## src/rtl/sdram_refresh_scheduler_pkg.sv

```systemverilog
// rtl/sdram_refresh_scheduler_pkg.sv - shared SDRAM command and init FSM encodings
package sdram_refresh_scheduler_pkg;

    // Command codes presented on cmd_o
    typedef enum logic [1:0] {
        CMD_NOP           = 2'b00,
        CMD_PRECHARGE_ALL = 2'b01,
        CMD_AUTO_REFRESH  = 2'b10,
        CMD_LOAD_MODE     = 2'b11
    } sdram_cmd_e;

    // Init sequencer states; RUN is terminal until reset
    typedef enum logic [2:0] {
        ST_WAIT_POWERUP = 3'd0,
        ST_PRECHARGE    = 3'd1,
        ST_WAIT_TRP     = 3'd2,
        ST_REFRESH      = 3'd3,
        ST_WAIT_TRFC    = 3'd4,
        ST_LOAD_MODE    = 3'd5,
        ST_WAIT_TMRD    = 3'd6,
        ST_RUN          = 3'd7
    } init_state_e;

    localparam int unsigned PENDING_W   = 3;
    localparam logic [PENDING_W-1:0] PENDING_MAX = 3'd7;

    // Command issued while sitting in a given state; wait states issue NOP
    function automatic sdram_cmd_e cmd_for_state(input init_state_e st);
        case (st)
            ST_PRECHARGE: return CMD_PRECHARGE_ALL;
            ST_REFRESH:   return CMD_AUTO_REFRESH;
            ST_LOAD_MODE: return CMD_LOAD_MODE;
            default:      return CMD_NOP;
        endcase
    endfunction

endpackage

```

## src/rtl/sync_parallel_counter.sv

```systemverilog
// rtl/sync_parallel_counter.sv - up/down counter with separate increment and decrement enables
module sync_parallel_counter #(
    parameter int unsigned SIZE = 3,
    parameter logic [SIZE-1:0] INIT_VALUE = '0
) (
    input  logic            clk_i,
    input  logic            rst_ni,
    input  logic            inc_en_i,
    input  logic            dec_en_i,
    output logic [SIZE-1:0] count_o
);

    logic [SIZE-1:0] count_q;
    logic [SIZE-1:0] count_d;

    // Simultaneous inc and dec cancel; wrap protection is the caller's job
    always_comb begin
        count_d = count_q;
        if (inc_en_i && !dec_en_i) begin
            count_d = count_q + 1'b1;
        end else if (dec_en_i && !inc_en_i) begin
            count_d = count_q - 1'b1;
        end
    end

    // Count register
    always_ff @(posedge clk_i or negedge rst_ni) begin
        if (!rst_ni) begin
            count_q <= INIT_VALUE;
        end else begin
            count_q <= count_d;
        end
    end

    assign count_o = count_q;

endmodule

```

## src/rtl/sdram_refresh_scheduler.sv

```systemverilog
// rtl/sdram_refresh_scheduler.sv - SDRAM power-up init sequencer and periodic refresh scheduler
module sdram_refresh_scheduler
    import sdram_refresh_scheduler_pkg::*;
#(
    parameter int unsigned INIT_CYCLES      = 20000,
    parameter int unsigned T_RP             = 2,
    parameter int unsigned T_RFC            = 7,
    parameter int unsigned T_MRD            = 2,
    parameter int unsigned INIT_REFRESHES   = 8,
    parameter int unsigned REFRESH_INTERVAL = 780,
    parameter int unsigned URGENT_LEVEL     = 4
) (
    input  logic                 clk_i,
    input  logic                 rst_ni,
    input  logic                 refresh_ack_i,
    output logic [1:0]           cmd_o,
    output logic                 cmd_valid_o,
    output logic                 init_done_o,
    output logic                 refresh_req_o,
    output logic                 refresh_urgent_o,
    output logic [PENDING_W-1:0] pending_o,
    output logic                 overflow_o
);

    init_state_e          state_q, state_d;
    logic [31:0]          cnt_q, cnt_d;     // wait counter during init, interval counter in RUN
    logic [31:0]          ref_q, ref_d;     // init AUTO_REFRESH commands issued so far
    logic                 overflow_q, overflow_d;
    logic                 tick;
    logic                 run;
    logic                 ack_eff;
    logic                 saturated;
    logic                 inc_en;
    logic                 dec_en;
    logic [PENDING_W-1:0] pending_q;

    assign run = (state_q == ST_RUN);

    // Init sequencing and the RUN-phase refresh interval timer
    always_comb begin
        state_d = state_q;
        cnt_d   = cnt_q + 32'd1;
        ref_d   = ref_q;
        tick    = 1'b0;
        case (state_q)
            ST_WAIT_POWERUP: begin
                if (cnt_q == INIT_CYCLES - 32'd1) begin
                    state_d = ST_PRECHARGE;
                    cnt_d   = '0;
                end
            end
            ST_PRECHARGE: begin
                state_d = ST_WAIT_TRP;
                cnt_d   = '0;
            end
            ST_WAIT_TRP: begin
                if (cnt_q == T_RP - 32'd1) begin
                    state_d = ST_REFRESH;
                    cnt_d   = '0;
                end
            end
            ST_REFRESH: begin
                state_d = ST_WAIT_TRFC;
                cnt_d   = '0;
                ref_d   = ref_q + 32'd1;
            end
            ST_WAIT_TRFC: begin
                if (cnt_q == T_RFC - 32'd1) begin
                    cnt_d   = '0;
                    state_d = (ref_q >= INIT_REFRESHES) ? ST_LOAD_MODE : ST_REFRESH;
                end
            end
            ST_LOAD_MODE: begin
                state_d = ST_WAIT_TMRD;
                cnt_d   = '0;
            end
            ST_WAIT_TMRD: begin
                if (cnt_q == T_MRD - 32'd1) begin
                    state_d = ST_RUN;
                    cnt_d   = '0;
                end
            end
            ST_RUN: begin
                if (cnt_q == REFRESH_INTERVAL - 32'd1) begin
                    tick  = 1'b1;
                    cnt_d = '0;
                end
            end
            default: begin
                state_d = ST_WAIT_POWERUP;
                cnt_d   = '0;
            end
        endcase
    end

    // FSM, counters and sticky overflow registers
    always_ff @(posedge clk_i or negedge rst_ni) begin
        if (!rst_ni) begin
            state_q    <= ST_WAIT_POWERUP;
            cnt_q      <= '0;
            ref_q      <= '0;
            overflow_q <= 1'b0;
        end else begin
            state_q    <= state_d;
            cnt_q      <= cnt_d;
            ref_q      <= ref_d;
            overflow_q <= overflow_d;
        end
    end

    // Acks only count against real pending work once running; a tick at
    // the ceiling with no ack to absorb it is lost and recorded
    always_comb begin
        ack_eff    = refresh_ack_i && run && (pending_q != '0);
        saturated  = (pending_q == PENDING_MAX);
        inc_en     = tick && !ack_eff && !saturated;
        dec_en     = ack_eff && !tick;
        overflow_d = overflow_q || (tick && !ack_eff && saturated);
    end

    sync_parallel_counter #(
        .SIZE       (PENDING_W),
        .INIT_VALUE (3'd0)
    ) u_pending_cnt (
        .clk_i    (clk_i),
        .rst_ni   (rst_ni),
        .inc_en_i (inc_en),
        .dec_en_i (dec_en),
        .count_o  (pending_q)
    );

    assign cmd_o            = cmd_for_state(state_q);
    assign cmd_valid_o      = (state_q == ST_PRECHARGE) || (state_q == ST_REFRESH) ||
                              (state_q == ST_LOAD_MODE);
    assign init_done_o      = run;
    assign pending_o        = pending_q;
    assign refresh_req_o    = (pending_q != '0);
    assign refresh_urgent_o = (32'(pending_q) >= URGENT_LEVEL);
    assign overflow_o       = overflow_q;

endmodule

```

## config.mk

```make
export PLATFORM = sky130hd
export DESIGN_NAME = sdram_refresh_scheduler
export DESIGN_NICKNAME = d
export VERILOG_FILES = /design/src/rtl/sdram_refresh_scheduler_pkg.sv /design/src/rtl/sync_parallel_counter.sv /design/src/rtl/sdram_refresh_scheduler.sv
export SDC_FILE = /design/constraint.sdc
export NUM_CORES = 1
export LEC_CHECK = 0
export CAP_MARGIN = 15
export CORE_ASPECT_RATIO = 1.4
export CORE_MARGIN = 3
export CORE_UTILIZATION = 55
export CTS_CLUSTER_DIAMETER = 200
export DETAILED_ROUTE_END_ITERATION = 6
export GPL_ROUTABILITY_DRIVEN = 1
export GPL_TIMING_DRIVEN = 0
export PLACE_DENSITY = 0.76
export SLEW_MARGIN = 30
export SYNTH_ARGS = -nofsm -noshare
export SYNTH_HDL_FRONTEND = slang
export SYNTH_SLANG_ARGS = --single-unit
export TNS_END_PERCENT = 1
```

## constraint.sdc

```tcl
create_clock -name clk_i -period 2.5 [get_ports clk_i]
set_clock_uncertainty 0.15 [all_clocks]
set_input_delay 0.625 -clock clk_i [delete_from_list [all_inputs] [get_ports clk_i]]
set_output_delay 0.625 -clock clk_i [all_outputs]
set_load 0.02 [all_outputs]
```

==> impl_metrics.env, run 1 <==
export IMPL_status="finished, violations left"
export IMPL_violations="setup timing"
export IMPL_drc=0
export IMPL_synth_top_family_by_area="simple AND/OR/NAND/NOR gates"
export IMPL_drive_above_1_share_pct=15.1
export IMPL_grt_overflow=0
export IMPL_start_util_pct=58.3
export IMPL_worstSetupEndpointType="flip-flop"
export IMPL_final_cell_mix="dfrtp_1 (68), nor2_1 (33), xnor2_1 (32)"
export IMPL_fin_cells=470
export IMPL_num_nets_final=403
export IMPL_synth_seq_cells=71
export IMPL_routed_wl_um=7350
export IMPL_p_int_mw=1.66
export IMPL_synthFlopType="dfrtp_1"
export IMPL_die_area_um2=7800
export IMPL_cts_hold_fix_buffers=0
export IMPL_fin_crit_sh_pct=104
export IMPL_clk_latency_ns=0.34
export IMPL_antenna_cells=0
export IMPL_grt_pass1_wl_um=12900
export IMPL_slew_headroom_pct=49.7
export IMPL_final_common_cell="dfrtp_1"
export IMPL_synthCells=363
export IMPL_path_max_fanout=4
export IMPL_place_congestion=0.787
export IMPL_antenna_found_initial=0
export IMPL_grtUsageTotal_pct=21.2
export IMPL_critPathLaunchType="flip-flop"
export IMPL_area_delta_synth_final_pct=14.7
export IMPL_numPortBuffers=12
export IMPL_tightest_slew_ns=0.748
export IMPL_seqPwrFrac_pct=54.7
export IMPL_crit_required_ns=2.61
export IMPL_whs_ns=0.0875
export IMPL_setup_slack_ns=-0.0975
export IMPL_ys_types=42
export IMPL_cap_violations=0
export IMPL_ant_nets=0
export IMPL_grt_max_degree=37
export IMPL_clockBufferDepth=2
export IMPL_dp_cells=448
export IMPL_cts_buffers=9
export IMPL_rsz0062_at_grt="yes"
export IMPL_core_um2=6380
export IMPL_dp_hpwl_um=4930
export IMPL_fin_crit_ns=2.60
export IMPL_clock_sinks=71
export IMPL_num_vias=2794
export IMPL_grt_pass1_vias=2721
export IMPL_syn_nets=373
export IMPL_synth_fa_ha_area_share_pct=2.56
export IMPL_htreeDepth=3
export IMPL_path_buf_inv=1
export IMPL_synthMuxAreaShare_pct=0.303
export IMPL_cts_tree="built"
export IMPL_min_path_type="primary input to asynchronous set/reset pin"
export IMPL_rows=34
export IMPL_yosysSeqAreaShare_pct=47.8
export IMPL_path_delay_family="simple AND/OR/NAND/NOR gates"
export IMPL_fp_dieW_um=75.5
export IMPL_cp_common_cell="xor2_1"
export IMPL_root_buffer="clkbuf_8"
export IMPL_synthSimpleGateAreaFrac_pct=28.2
export IMPL_switchingPower_mw=0.457
export IMPL_sw_frac_of_total_pct=21.6
export IMPL_ir_drop_mv=0.472
export IMPL_drv_slew=0
export IMPL_synth_compound_area_share_pct=3.57
export IMPL_die_height_um=103
export IMPL_netlist_area_um2=3720
export IMPL_p_clk_share_pct=42.9
export IMPL_yosysWarnings=0
export IMPL_slowest_stage="dfrtp_1"
export IMPL_p_per_area_nw_per_um2=495
export IMPL_critPathArrivalTime_ns=2.71
export IMPL_slowest_delay_ns=0.42
export IMPL_via_per_inst=5.94
export IMPL_avgSynthCellArea_um2=10.2
export IMPL_ios=13
export IMPL_hold_viol_final=0
export IMPL_leakage_nw=2.01
export IMPL_finalSetupViolations=2
export IMPL_async_flop_share_pct=100
export IMPL_wl_per_cell_um=15.6
export IMPL_totalPowerFinal_mw=2.11
export IMPL_crit_type="flip-flop to flip-flop"
export IMPL_drt_iter0_markers=149
export IMPL_synth_edf_count=0
export IMPL_path_clk_slew_ns=0.08
export IMPL_pwr_share_comb_pct=2.4
export IMPL_fmax_mhz=385
export IMPL_crit_chain="nor4_2, nand4_1, nor2_2, nand2_2, nor3_2, ha_2, inv_2, fa_2, xor2_1, nor2_1, xor2_1"
export IMPL_synth_xor_area_share_pct=14.4
export IMPL_drt_pass1_iterations=4
state kept, by name, indices dropped and copies added (netlist names):
register	flops
overflow_o	1
state_q	3
u_pending_cnt.count_o	3
cnt_q	32
ref_q	32
through the flow:
stage	TNS [ns]	cell area [um^2]	util, %	worst slack (ns)
final	-0.166	4270	66.8	-0.0975
after global routing	-0.526	4270	66.8	-0.316
after CTS	-0.0608	4230	66.4	-0.0498
after detailed placement	-0.534	3960	62.0	-0.288
after global placement	-124.76	3940	61.8	-1.75
after floorplan	0	3730	-	0.0359
layer usage:
| layer | share of wire [%] | vias to the layer above | track usage (%) |
|---|---|---|---|
| li1 | - | 1353 | - |
| met1 | 47 | 1388 | 29.3 |
| met2 | 49 | 46 | 33.1 |
| met3 | 3.1 | 7 | 5.13 |
| met4 | 0.82 | 0 | 6.19 |
| met5 | 0 | - | 0 |
synth_stat cells, types with 5 or more instances:
| cell | instances | share of area (%) |
|---|---|---|
| dfrtp_1 | 71 | 48 |
| nor2_1 | 34 | 3.4 |
| xnor2_1 | 32 | 7.5 |
| xor2_1 | 29 | 6.8 |
| nand3_1 | 27 | 3.6 |
| nand2_1 | 26 | 2.6 |
| nand4_1 | 22 | 3.7 |
| nor4_1 | 17 | 2.9 |
| nor3_1 | 14 | 1.9 |
| and3_1 | 12 | 2.0 |
| inv_1 | 9 | 0.91 |
| a21oi_1 | 8 | 1.1 |
| and4_1 | 7 | 1.6 |
| ha_1 | 6 | 2.0 |
| and2_1 | 5 | 0.84 |
cell type report:
| type | instances | area, um^2 |
|---|---|---|
| fillers | 493 | 2120 |
| flip-flops and latches | 71 | 1780 |
| multi-input cells | 271 | 1890 |
| clock inverters | 3 | 42.5 |
| plain buffers | 10 | 80.1 |
| inverters | 9 | 33.8 |
| clock buffers | 13 | 149 |
| well taps | 72 | 90.1 |
| repair buffers | 21 | 200 |
power groups by stage:
| stage | Sequential (mW) | Combinational (mW) | Clock (mW) |
|---|---|---|---|
| after floorplan | 1.18 | 0.0103 | 0 |
| after global placement | 1.18 | 0.0495 | 0 |
| after detailed placement | 1.18 | 0.0534 | 0 |
| after CTS | 1.16 | 0.0530 | 0.916 |
| after global routing | 1.16 | 0.0582 | 0.970 |
| final | 1.16 | 0.0510 | 0.906 |
kinds of logic after synthesis:
kind of cell             after synthesis
AND/OR/NAND/NOR                      182
flip-flops                            71
XOR/XNOR                              61
buffers and inverters                 21
AO/OA/AOI/OAI                         20
adder cells (fa/ha/maj)                7
multiplexers                           1
final timing paths:
path / start / endpoint / slack (ns) / depth (start not counted)
hold reg to reg: ref_q[2]$_DFFE_PN0P_ / ref_q[2]$_DFFE_PN0P_ / 0.33 / 1
setup reg to reg: cnt_q[17]$_DFF_PN0_ / u_pending_cnt.count_o[2]$_DFFE_PN0P_ / -0.1 / 11
hold / removal: rst_ni / ref_q[24]$_DFFE_PN0P_ / 0.09 / 1
min in group clk_i: ref_q[2]$_DFFE_PN0P_ / ref_q[2]$_DFFE_PN0P_ / 0.33 / 1
setup / recovery: cnt_q[17]$_DFF_PN0_ / u_pending_cnt.count_o[2]$_DFFE_PN0P_ / -0.1 / 11
max in group asynchronous: rst_ni / state_q[2]$_DFFE_PN0P_ / 1.54 / 2
timing repair:
item	CTS	global route
cloned	0	0
buffers inserted	5	3
resized for setup	13	5
setup endpoints to repair	7	5
pin swaps	5	3
Power figures use the tool's default switching activity.
==> run 2: changes to the inputs <==
--- a/config.mk
+++ b/config.mk
@@ -14,6 +14,7 @@
 export GPL_ROUTABILITY_DRIVEN = 1
 export GPL_TIMING_DRIVEN = 0
 export PLACE_DENSITY = 0.76
+export REMOVE_ABC_BUFFERS = 1
 export SLEW_MARGIN = 30
 export SYNTH_ARGS = -nofsm -noshare
 export SYNTH_HDL_FRONTEND = slang
==> run 2 against run 1 <==
Largest power group unchanged. Register-to-register slack barely moved. The run still ends with setup timing left. Power rose by 5.7%. Setup slack improved by 0.0013 ns.
==> impl_metrics.env, run 2 (synthesis results as in run 1) <==
export IMPL_whs_ns=0.0345
export IMPL_rsz0062_at_grt="yes"
export IMPL_place_congestion=0.830
export IMPL_root_buffer="clkbuf_8"
export IMPL_grt_max_degree=49
export IMPL_critPathLaunchType="flip-flop"
export IMPL_finalSetupViolations=2
export IMPL_htreeDepth=3
export IMPL_crit_type="flip-flop to flip-flop"
export IMPL_sw_frac_of_total_pct=20.1
export IMPL_dp_cells=436
export IMPL_clockBufferDepth=2
export IMPL_slew_headroom_pct=48.4
export IMPL_drv_slew=0
export IMPL_num_nets_final=391
export IMPL_die_area_um2=7800
export IMPL_antenna_found_initial=0
export IMPL_ios=13
export IMPL_fin_crit_sh_pct=104
export IMPL_grt_pass1_vias=2688
export IMPL_start_util_pct=58.3
export IMPL_register_area_um2=1780
export IMPL_fillCellCount=499
export IMPL_antenna_cells=0
export IMPL_slowest_delay_ns=0.44
export IMPL_drc=0
export IMPL_leakage_nw=1.98
export IMPL_critPathArrivalTime_ns=2.71
export IMPL_fmax_mhz=385
export IMPL_multi_input_area_um2=1920
export IMPL_clock_sinks=71
export IMPL_pwr_share_comb_pct=2.4
export IMPL_seqPwrFrac_pct=51.7
export IMPL_cts_hold_fix_buffers=0
export IMPL_dp_hpwl_um=5080
export IMPL_fp_dieW_um=75.5
export IMPL_worstSetupEndpointType="flip-flop"
export IMPL_cts_buffers=9
export IMPL_fin_crit_ns=2.60
export IMPL_cts_tree="built"
export IMPL_area_delta_synth_final_pct=14.0
export IMPL_slowest_stage="dfrtp_2"
export IMPL_grtUsageTotal_pct=20.4
export IMPL_final_common_cell="dfrtp_1"
export IMPL_wl_per_cell_um=15.9
export IMPL_tightest_slew_ns=0.767
export IMPL_cp_common_cell="xor2_1"
export IMPL_core_um2=6380
export IMPL_final_util_pct=66.4
export IMPL_fin_tns_setup_ns=-0.165
export IMPL_die_height_um=103
export IMPL_crit_chain="nor4_4, nand4_1, nor2_2, nand2_2, nor3_2, ha_2, inv_2, fa_2, xor2_1, nor2_1, xor2_1"
export IMPL_fin_cells=458
export IMPL_path_max_fanout=4
export IMPL_via_per_inst=5.97
export IMPL_setup_slack_ns=-0.0961
export IMPL_drt_pass1_iterations=4
export IMPL_numPortBuffers=12
export IMPL_status="finished, violations left"
export IMPL_rows=34
export IMPL_finish_instance_area_um2=4240
export IMPL_clk_latency_ns=0.34
export IMPL_hold_viol_final=0
export IMPL_switchingPower_mw=0.448
export IMPL_final_cell_mix="dfrtp_1 (66), nor2_1 (33), xnor2_1 (32)"
export IMPL_drt_iter0_markers=137
export IMPL_ir_drop_mv=0.358
export IMPL_reg_top3="cnt_q (32), ref_q (32)"
export IMPL_routed_wl_um=7260
export IMPL_crit_required_ns=2.61
export IMPL_grt_pass1_wl_um=12300
export IMPL_path_clk_slew_ns=0.08
export IMPL_drive_above_1_share_pct=13.5
export IMPL_p_clk_share_pct=45.9
export IMPL_p_int_mw=1.78
export IMPL_cap_violations=0
export IMPL_postPlaceCellArea_um2=3870
export IMPL_min_path_type="primary input to asynchronous set/reset pin"
export IMPL_p_per_area_nw_per_um2=527
export IMPL_num_vias=2732
export IMPL_violations="setup timing"
export IMPL_grt_overflow=0
export IMPL_ant_nets=0
run 2: final cells by class:
class	count	area share (%)
clock buffers	13	3.75
well taps	72	2.13
multi-input cells	271	45.2
inverters	9	0.797
flip-flops and latches	71	42.1
repair buffers	19	4.49
clock inverters	3	1.53
run 2: path summary, 6_finish.rpt:
check	cells past startpoint	to	slack, ns	startpoint
setup / recovery	11	u_pending_cnt.count_o[2]$_DFFE_PN0P_	-0.1	cnt_q[30]$_DFF_PN0_
hold / removal	1	cnt_q[26]$_DFF_PN0_	0.03	rst_ni
setup reg to reg	11	u_pending_cnt.count_o[2]$_DFFE_PN0P_	-0.1	cnt_q[30]$_DFF_PN0_
hold reg to reg	1	overflow_o$_DFF_PN0_	0.33	overflow_o$_DFF_PN0_
max in group asynchronous	2	state_q[1]$_DFFE_PN0P_	1.61	rst_ni
min in group clk_i	1	overflow_o$_DFF_PN0_	0.33	overflow_o$_DFF_PN0_
run 2: per-stage QoR:
| step | power, mW | setup WS [ns] |
|---|---|---|
| 6_report | 2.23 | -0.0961 |
| 3_3_place_gp | 1.23 | -1.72 |
| 5_1_grt | 2.31 | -0.295 |
| 3_5_place_dp | 1.23 | -0.645 |
| 2_1_floorplan | 1.19 | -0.112 |
| 4_1_cts | 2.26 | -0.0989 |
run 2: power groups by stage:
stage / logic, mW / registers [mW] / clock network [mW]
2_1_floorplan: 0.00839 / 1.18 / 0
3_3_place_gp: 0.0487 / 1.18 / 0
3_5_place_dp: 0.0551 / 1.18 / 0
4_1_cts: 0.0549 / 1.16 / 1.05
5_1_grt: 0.0588 / 1.16 / 1.10
6_report: 0.0526 / 1.16 / 1.03
run 2: layer usage:
layer	global-route usage (%)	share of wire (%)
met2	35.3	53
met1	24.4	43
met3	4.16	2.3
met5	0	0
met4	7.94	1.8
run 2: worst max-delay path, delay by kind of cell (launching register included):
| kind | cells | cell delay (ns) |
|---|---|---|
| xor+xnor | 2 | 0.30 |
| simple gates | 6 | 1.05 |
| fa+ha+maj | 2 | 0.53 |
| flops | 1 | 0.44 |
| buf+inv | 1 | 0.04 |
run 2: timing repair:
item                       CTS  global route
pin swaps                    6             7
gates resized for setup     19             6
hold endpoints to repair     0             0
setup buffers                3             3
setup endpoints to repair   38            20
